### config.mk
export PLATFORM = sky130hd
export DESIGN_NAME = mips_ctrl
export DESIGN_NICKNAME = d
export VERILOG_FILES = /design/src/rtl/mips_ctrl.sv
export SDC_FILE = /design/constraint.sdc
export NUM_CORES = 1
export LEC_CHECK = 0
export CORE_MARGIN = 2
export CORE_UTILIZATION = 25
export DETAILED_ROUTE_END_ITERATION = 6
export GPL_TIMING_DRIVEN = 0
export PLACE_DENSITY = 0.68
export SYNTH_ARGS = -nofsm -noshare
export SYNTH_HDL_FRONTEND = slang
export SYNTH_SLANG_ARGS = --single-unit
### constraint.sdc
create_clock -name clk -period 1.92 [get_ports clk]
set_input_delay 0.384 -clock clk [delete_from_list [all_inputs] [get_ports clk]]
set_output_delay 0.384 -clock clk [all_outputs]
set_load 0.03 [all_outputs]
### src/rtl/mips_ctrl.sv
// Multi-cycle MIPS main controller: sequences fetch/decode/execute/memory/write-back
// and decodes datapath strobes and mux selects from state, op, funct and zero.
module mips_ctrl (
   input  logic       clk,
   input  logic       rst,
   input  logic [5:0] op,
   input  logic [5:0] funct,
   input  logic       zero,
   output logic       pc_wr,
   output logic       ir_wr,
   output logic       gpr_wr,
   output logic       dm_wr,
   output logic [1:0] npc_op,
   output logic [1:0] alu_op,
   output logic       alu_src,
   output logic [1:0] ext_op,
   output logic [1:0] reg_dst,
   output logic [1:0] wb_sel,
   output logic [2:0] state,
   output logic       instr_done
);

   typedef enum logic [2:0] {
      S_FETCH = 3'd0,
      S_DCD   = 3'd1,
      S_EXE   = 3'd2,
      S_MEM   = 3'd3,
      S_WB    = 3'd4
   } state_t;

   state_t cur;

   logic is_r, is_addu, is_subu, is_jr, is_ori, is_lui;
   logic is_lw, is_sw, is_beq, is_j, is_jal, is_nop, is_jump;

   assign is_r    = (op == 6'b000000);
   assign is_addu = is_r && (funct == 6'b100001);
   assign is_subu = is_r && (funct == 6'b100011);
   assign is_jr   = is_r && (funct == 6'b001000);
   assign is_ori  = (op == 6'b001101);
   assign is_lui  = (op == 6'b001111);
   assign is_lw   = (op == 6'b100011);
   assign is_sw   = (op == 6'b101011);
   assign is_beq  = (op == 6'b000100);
   assign is_j    = (op == 6'b000010);
   assign is_jal  = (op == 6'b000011);
   assign is_jump = is_j || is_jal || is_jr;
   assign is_nop  = !(is_addu || is_subu || is_jr || is_ori || is_lui ||
                      is_lw || is_sw || is_beq || is_j || is_jal);

   assign state = cur;

   always_ff @(posedge clk) begin
      if (rst) begin
         cur <= S_FETCH;
      end else begin
         case (cur)
            S_FETCH: cur <= S_DCD;
            S_DCD:   cur <= (is_jump || is_nop) ? S_FETCH : S_EXE;
            S_EXE: begin
               if (is_lw || is_sw)
                  cur <= S_MEM;
               else if (is_addu || is_subu || is_ori || is_lui)
                  cur <= S_WB;
               else
                  cur <= S_FETCH;
            end
            S_MEM:   cur <= is_lw ? S_WB : S_FETCH;
            S_WB:    cur <= S_FETCH;
            default: cur <= S_FETCH;
         endcase
      end
   end

   // Strobes; reset overrides decoding so an aborted instruction writes nothing.
   always_comb begin
      pc_wr      = 1'b0;
      ir_wr      = 1'b0;
      gpr_wr     = 1'b0;
      dm_wr      = 1'b0;
      instr_done = 1'b0;
      if (!rst) begin
         case (cur)
            S_FETCH: begin
               ir_wr = 1'b1;
               pc_wr = 1'b1;
            end
            S_DCD: begin
               pc_wr      = is_jump;
               gpr_wr     = is_jal;
               instr_done = is_jump || is_nop;
            end
            S_EXE: begin
               pc_wr      = is_beq && zero;
               instr_done = is_beq;
            end
            S_MEM: begin
               dm_wr      = is_sw;
               instr_done = is_sw;
            end
            S_WB: begin
               gpr_wr     = 1'b1;
               instr_done = 1'b1;
            end
            default: ;
         endcase
      end
   end

   // Selects follow the instruction; only npc_op depends on state (FETCH -> PC+4).
   always_comb begin
      npc_op  = 2'b00;
      alu_op  = 2'b00;
      alu_src = 1'b0;
      ext_op  = 2'b00;
      reg_dst = 2'b00;
      wb_sel  = 2'b00;
      if (is_addu) begin
         reg_dst = 2'b01;
      end
      if (is_subu) begin
         alu_op  = 2'b01;
         reg_dst = 2'b01;
      end
      if (is_ori) begin
         alu_op  = 2'b10;
         alu_src = 1'b1;
      end
      if (is_lui) begin
         alu_op  = 2'b10;
         alu_src = 1'b1;
         ext_op  = 2'b10;
      end
      if (is_lw || is_sw) begin
         alu_src = 1'b1;
         ext_op  = 2'b01;
      end
      if (is_lw) begin
         wb_sel = 2'b01;
      end
      if (is_beq) begin
         npc_op = 2'b01;
         alu_op = 2'b01;
         ext_op = 2'b01;
      end
      if (is_j || is_jal) begin
         npc_op = 2'b10;
      end
      if (is_jal) begin
         reg_dst = 2'b10;
         wb_sel  = 2'b10;
      end
      if (is_jr) begin
         npc_op = 2'b11;
      end
      if (cur == S_FETCH) begin
         npc_op = 2'b00;
      end
   end

endmodule

==> results of run 1 <==
-- repair_timing --
action                                  CTS  global route
pin swaps                                10             4
endpoints found under the setup margin   18            11
gates resized for setup                 120            15
hold buffers                              0             0
setup buffers                             7             0
-- how the worst min path moves through the flow --
stage / start / end / slack (ns) / depth (start not counted)
3_3_place_gp: state[2] / state[2] / 0.60 / 3
4_1_cts: state[2] / state[2] / 0.62 / 3
6_report: state[2] / state[2] / 0.62 / 3
5_1_grt: op[2] / state[2] / 0.63 / 5
2_1_floorplan: op[0] / state[0] / 0.64 / 2
3_5_place_dp: state[2] / state[2] / 0.61 / 3
-- metal layers --
layer / global-route usage / wire, microns / vias to the layer above
li1: - / - / 353
met4: 0.0619 / 0 / 0
met5: 0 / 0 / -
met3: 0.0337 / 124 / 0
met2: 0.295 / 995 / 29
met1: 0.207 / 762 / 340
-- stage by stage --
stage / instance area (sq um) / util / hold WS, ns
4_1_cts: 1060 / 0.546 / 0.618
2_1_floorplan: 609 / - / 0.641
3_3_place_gp: 953 / 0.491 / 0.599
5_1_grt: 1110 / 0.572 / 0.635
3_5_place_dp: 953 / 0.491 / 0.608
6_report: 1110 / 0.572 / 0.617
-- cell type report --
cell class | instances | area, sq um | area share
sequential | 3 | 61.3 | 0.0552
timing repair buffer | 38 | 362 | 0.326
buffer | 8 | 62.6 | 0.0564
multi-input combinational | 58 | 561 | 0.505
inverter | 1 | 3.75 | 0.00338
clock buffer | 4 | 26.3 | 0.0237
tap | 27 | 33.8 | 0.0304
-- cells by family after synthesis --
group | count (synthesis) | synth area share
DFF | 3 | 0.117
AOI/OAI and AO/OA | 16 | 0.224
and+or+nand+nor | 42 | 0.546
buffers and inverters | 9 | 0.112
-- worst register-to-register path: cells and delay by family, from the launching register on --
| kind | cells | cell delay (ns) |
|---|---|---|
| flip-flops | 1 | 0.40 |
| AO/OA/AOI/OAI | 2 | 0.35 |
| buffers and inverters | 1 | 0.24 |
-- power groups by stage --
stage | combinational (mW) | sequential [mW] | clock (mW)
3_5_place_dp | 0.134 | 0.0686 | 0
5_1_grt | 0.165 | 0.0692 | 0.124
6_report | 0.155 | 0.0689 | 0.112
2_1_floorplan | 0.0724 | 0.0712 | 0
3_3_place_gp | 0.132 | 0.0684 | 0
4_1_cts | 0.146 | 0.0677 | 0.116
-- cell usage after synthesis, types with 2 or more instances --
cell type / instances / area, sq um
a21oi_1: 3 / 15.0
buf_4: 3 / 22.5
nor4_1: 3 / 18.8
nand2b_1: 3 / 18.8
or4_4: 2 / 22.5
nor2_1: 6 / 22.5
dfxtp_1: 3 / 60.1
nand2_1: 7 / 26.3
nand3b_1: 4 / 30.0
nor3_1: 2 / 10.0
a211oi_1: 5 / 37.5
nor3b_1: 2 / 15.0
nand3_1: 3 / 15.0
-- placed cells by master, fill, tap and decap left out, types with 3 or more instances in the layout --
master / Yosys / layout
clkdlybuf4s50_1: 0 / 5
buf_2: 1 / 4
nand3b_1: 4 / 4
dlygate4sd2_1: 0 / 6
buf_4: 3 / 8
nand2_1: 7 / 5
buf_8: 0 / 3
clkbuf_4: 1 / 5
or4_4: 2 / 3
nor2_1: 6 / 3
a211oi_4: 0 / 3
buf_6: 1 / 12
==> impl_metrics.toml, run 1 <==
[critical_path]
startpoint = "op[0]"
crit_path_max_fanout = 2
cp-start-kind = "primary input"
rrSetupSlack_ns = 0.84
crit_slowest_cell = "or4_4"
max_stage_delay_ns = 0.57
worstSetupEndpointType = "output port"
cp.arrival_ns = 1.80
r2r-start = "state[0]"
crit_type = "in2out"
cp-endpoint = "pc_wr"
crit_cells = 6
crit_buf_inv = 2
worstPathCellList = "buf_8, or4_4, nor4_4, o211ai_1, a211oi_4, buf_6"
required_ns = 1.54
r2r_end = "state[1]"
path_delay_family = "simple AND/OR/NAND/NOR gates"
r2r_cells = 3

[run_status]
violations = "negative setup slack"
status = "finished, violations left"

[sta]
fin_skew_ns = 0.00269
rsz0062_at_grt = "true"
period_share = 1.14
fmax_mhz = 458
fin_ws_ns = -0.265
final-max-slew-violation-count = 0
hold_viol_final = 0
min_period_ns = 2.19
relSlewSlack = 0.548
tns_ns = -1.12
setup_viol = 6
tightestPinTransition_ns = 0.679

[clock_network]
cts_tree = "built"
h-tree-depth = 1
numCtsBuffers = 3
clockBufferDepth = 2
cts.clk_slew.worst_paths_ns = 0.04
clock_latency_ns = 0.23
cts_root_buf = "clkbuf_4"
cts.sinks = 3

[power_and_ir_drop]
finalPower_uw = 336
power_density_nw_per_um2 = 303
p_int_uw = 219
power_switching_uw = 118
seqPwrFrac = 0.205
p_leak_nw = 0.436
pwr-share-comb = 0.462
irDropWorstVdd_mv = 0.147
switching_share = 0.350
clock_power_share = 0.333

[place]
port_buffers = 31
dp.cells = 128
dpl.hpwl_microns = 1330
place_ws_ns = -1.47
place_congestion = 0.765

[detailed_routing]
wl_per_cell_microns = 13.5
wl_microns = 1880
vias = 722
drt_pass1_iterations = 4
first_iter_violations = 6
final_antenna_net_count = 0
vias_per_cell = 5.19
post-route-drc-count = 0

[synthesis]
ys_ff_latch = 3
syn_inst = 70
synth-async-reset-ratio = 0
synth_edf_count = 0
post_synth.cell_area_avg_sq_um = 7.33
ys_seq_area_frac = 0.117
syn_nets = 85
yosys_warnings = 0
ys.flop_type = "dfxtp_1"
synth_cell_types = 37
netlist_area_sq_um = 513

[worst_hold_path]
hold_class = "reg2reg"

[finish]
finalNonFillerCells = 139
largest_register_ffs = 3
antenna_cells = 0
area_growth_pct = 116
layout-drive-gt1-share = 0.571
finalNetCount = 128
n_fill_cell = 196

[floorplan]
rows = 16
core-area_sq_um = 1940
die_height_microns = 49.3
io_pins = 34
dieWidth_microns = 49.3
dieArea_sq_um = 2430
start_util = 0.264

[global_route]
grt_max_degree = 11
grt_util_all_layers = 0.171
grt_pass1_wl_microns = 3310
antenna_found_initial = 0
grt_pass1_vias = 738
grt_overflow = 0

[run]
drv_cap = 0
No activity file was read; power rests on OpenSTA's default activity.
==> run 2, diff against run 1 <==
Settings changed: CORE_UTILIZATION 25 to 31, PLACE_DENSITY 0.68 to 0.8.
==> run 2 against run 1 <==
Routed wire length rose by 20%. The run still ends with negative setup slack left. Global-route usage up 5.4 points. Via count rose by 8.6%. Largest cell class unchanged.
==> impl_metrics.toml, run 2 (same netlist as run 1, synthesis figures left out) <==
[sta]
final-max-slew-violation-count = 0
hold_viol_final = 0
tightestPinTransition_ns = 0.668
fin_ws_ns = -0.322
min_period_ns = 2.24
fin_skew_ns = 0.00708
fmax_mhz = 446
setup_viol = 9
tns_ns = -1.71
rsz0062_at_grt = "true"
relSlewSlack = 0.555
period_share = 1.17

[critical_path]
crit_path_max_fanout = 2
path_delay_family = "simple AND/OR/NAND/NOR gates"
crit_buf_inv = 2
required_ns = 1.54
crit_slowest_cell = "or4_4"
worstSetupEndpointType = "output port"
cp-start-kind = "primary input"
worstPathCellList = "buf_8, or4_4, nor4_4, o211ai_1, a211oi_4, buf_6"
cp.arrival_ns = 1.86
max_stage_delay_ns = 0.55
crit_type = "in2out"

[floorplan]
dieArea_sq_um = 2000
start_util = 0.337
die_height_microns = 44.7
rows = 14
dieWidth_microns = 44.7
core-area_sq_um = 1520
io_pins = 34

[global_route]
grt_overflow = 0
antenna_found_initial = 0
grt_pass1_vias = 657
grt_max_degree = 11
grt_util_all_layers = 0.225
grt_pass1_wl_microns = 3280

[clock_network]
cts_root_buf = "clkbuf_4"
clock_latency_ns = 0.24
cts.sinks = 3
numCtsBuffers = 3
clockBufferDepth = 2
h-tree-depth = 1
cts_tree = "built"
cts.clk_slew.worst_paths_ns = 0.04
ctsHoldBuffers = 0

[finish]
antenna_cells = 0
area_growth_pct = 125
finalNetCount = 135
layout-drive-gt1-share = 0.605
final_common_cell = "buf_6"
n_fill_cell = 107
final_cell_mix = "buf_6 (17), buf_4 (12), clkbuf_4 (5), clkdlybuf4s50_1 (5)"
largest_register_ffs = 3

[detailed_routing]
wl_microns = 2250
vias = 784
first_iter_violations = 15
final_antenna_net_count = 0
post-route-drc-count = 0
vias_per_cell = 5.81
drt_pass1_iterations = 4
wl_per_cell_microns = 16.7

[place]
place_ws_ns = -1.53
port_buffers = 31
place_congestion = 0.841
dpl.hpwl_microns = 1340

[worst_hold_path]
hold_class = "in2reg"

[run_status]
status = "finished, violations left"
violations = "negative setup slack"

[power_and_ir_drop]
power_density_nw_per_um2 = 301
irDropWorstVdd_mv = 0.303
p_leak_nw = 0.473

[run]
drv_cap = 0
-- run 2: changes by cell type in the layout (fill, tap and decap cells not counted), sizes merged --
cell,change
dlygate4sd2,-3
clkbuf,+1
buf,+9
-- run 2: final timing paths --
kind / from / end / depth (start not counted) / slack, ns
setup reg to reg: state[0] / state[1] / 3 / 0.75
setup / recovery: op[0] / pc_wr / 6 / -0.32
hold / removal: op[2] / state[2] / 5 / 0.61
hold reg to reg: state[2] / state[2] / 3 / 0.66
-- run 2: layout make-up --
class	count	area [sq um]	area share
flip-flops and latches	3	60.1	0.0520
clock buffers	4	26.3	0.0228
repair buffers	46	435	0.377
multi-input cells	58	551	0.477
inverters	1	3.75	0.00325
well taps	16	20.0	0.0173
plain buffers	7	58.8	0.0509
-- run 2: layer usage --
| layer | up-vias | GRT usage | part of all wire | wire [microns] |
|---|---|---|---|---|
| li1 | 367 | - | - | - |
| met1 | 378 | 0.280 | 0.41 | 919 |
| met2 | 37 | 0.391 | 0.52 | 1170 |
| met3 | 2 | 0.0449 | 0.067 | 152 |
| met4 | 0 | 0.0545 | 0.0049 | 11 |
| met5 | - | 0 | 0 | 0 |
-- run 2: repair_timing --
action,in CTS,in global routing
pin swaps,10,7
gates resized for setup,122,30
buffers inserted,8,7
setup endpoints to repair,18,15
-- run 2: power breakdown --
| part | leakage [nW] | total [mW] | internal, mW | switching (mW) |
|---|---|---|---|---|
| clock | 0.0150 | 0.117 | 0.0783 | 0.0390 |
| sequential | 0.0245 | 0.0675 | 0.0645 | 0.00302 |
| combinational | 0.433 | 0.162 | 0.0781 | 0.0842 |
-- run 2: through the flow --
stage	utilization	cells	cell area (sq um)	power (mW)	hold slack (ns)
6_report	0.758	135	1150	0.347	0.613
5_1_grt	0.758	135	1150	0.358	0.628
4_1_cts	0.690	129	1050	0.327	0.619
3_5_place_dp	0.617	117	940	0.202	0.608
3_3_place_gp	0.617	117	940	0.200	0.615
2_1_floorplan	-	70	609	0.144	0.641
-- run 2: tightest hold or removal path, stage by stage --
cell,delay (ns)
buf_12,0.09
nor3b_4,0.04
nor2b_4,0.12
nand4b_1,0.09
a211oi_1,0.06
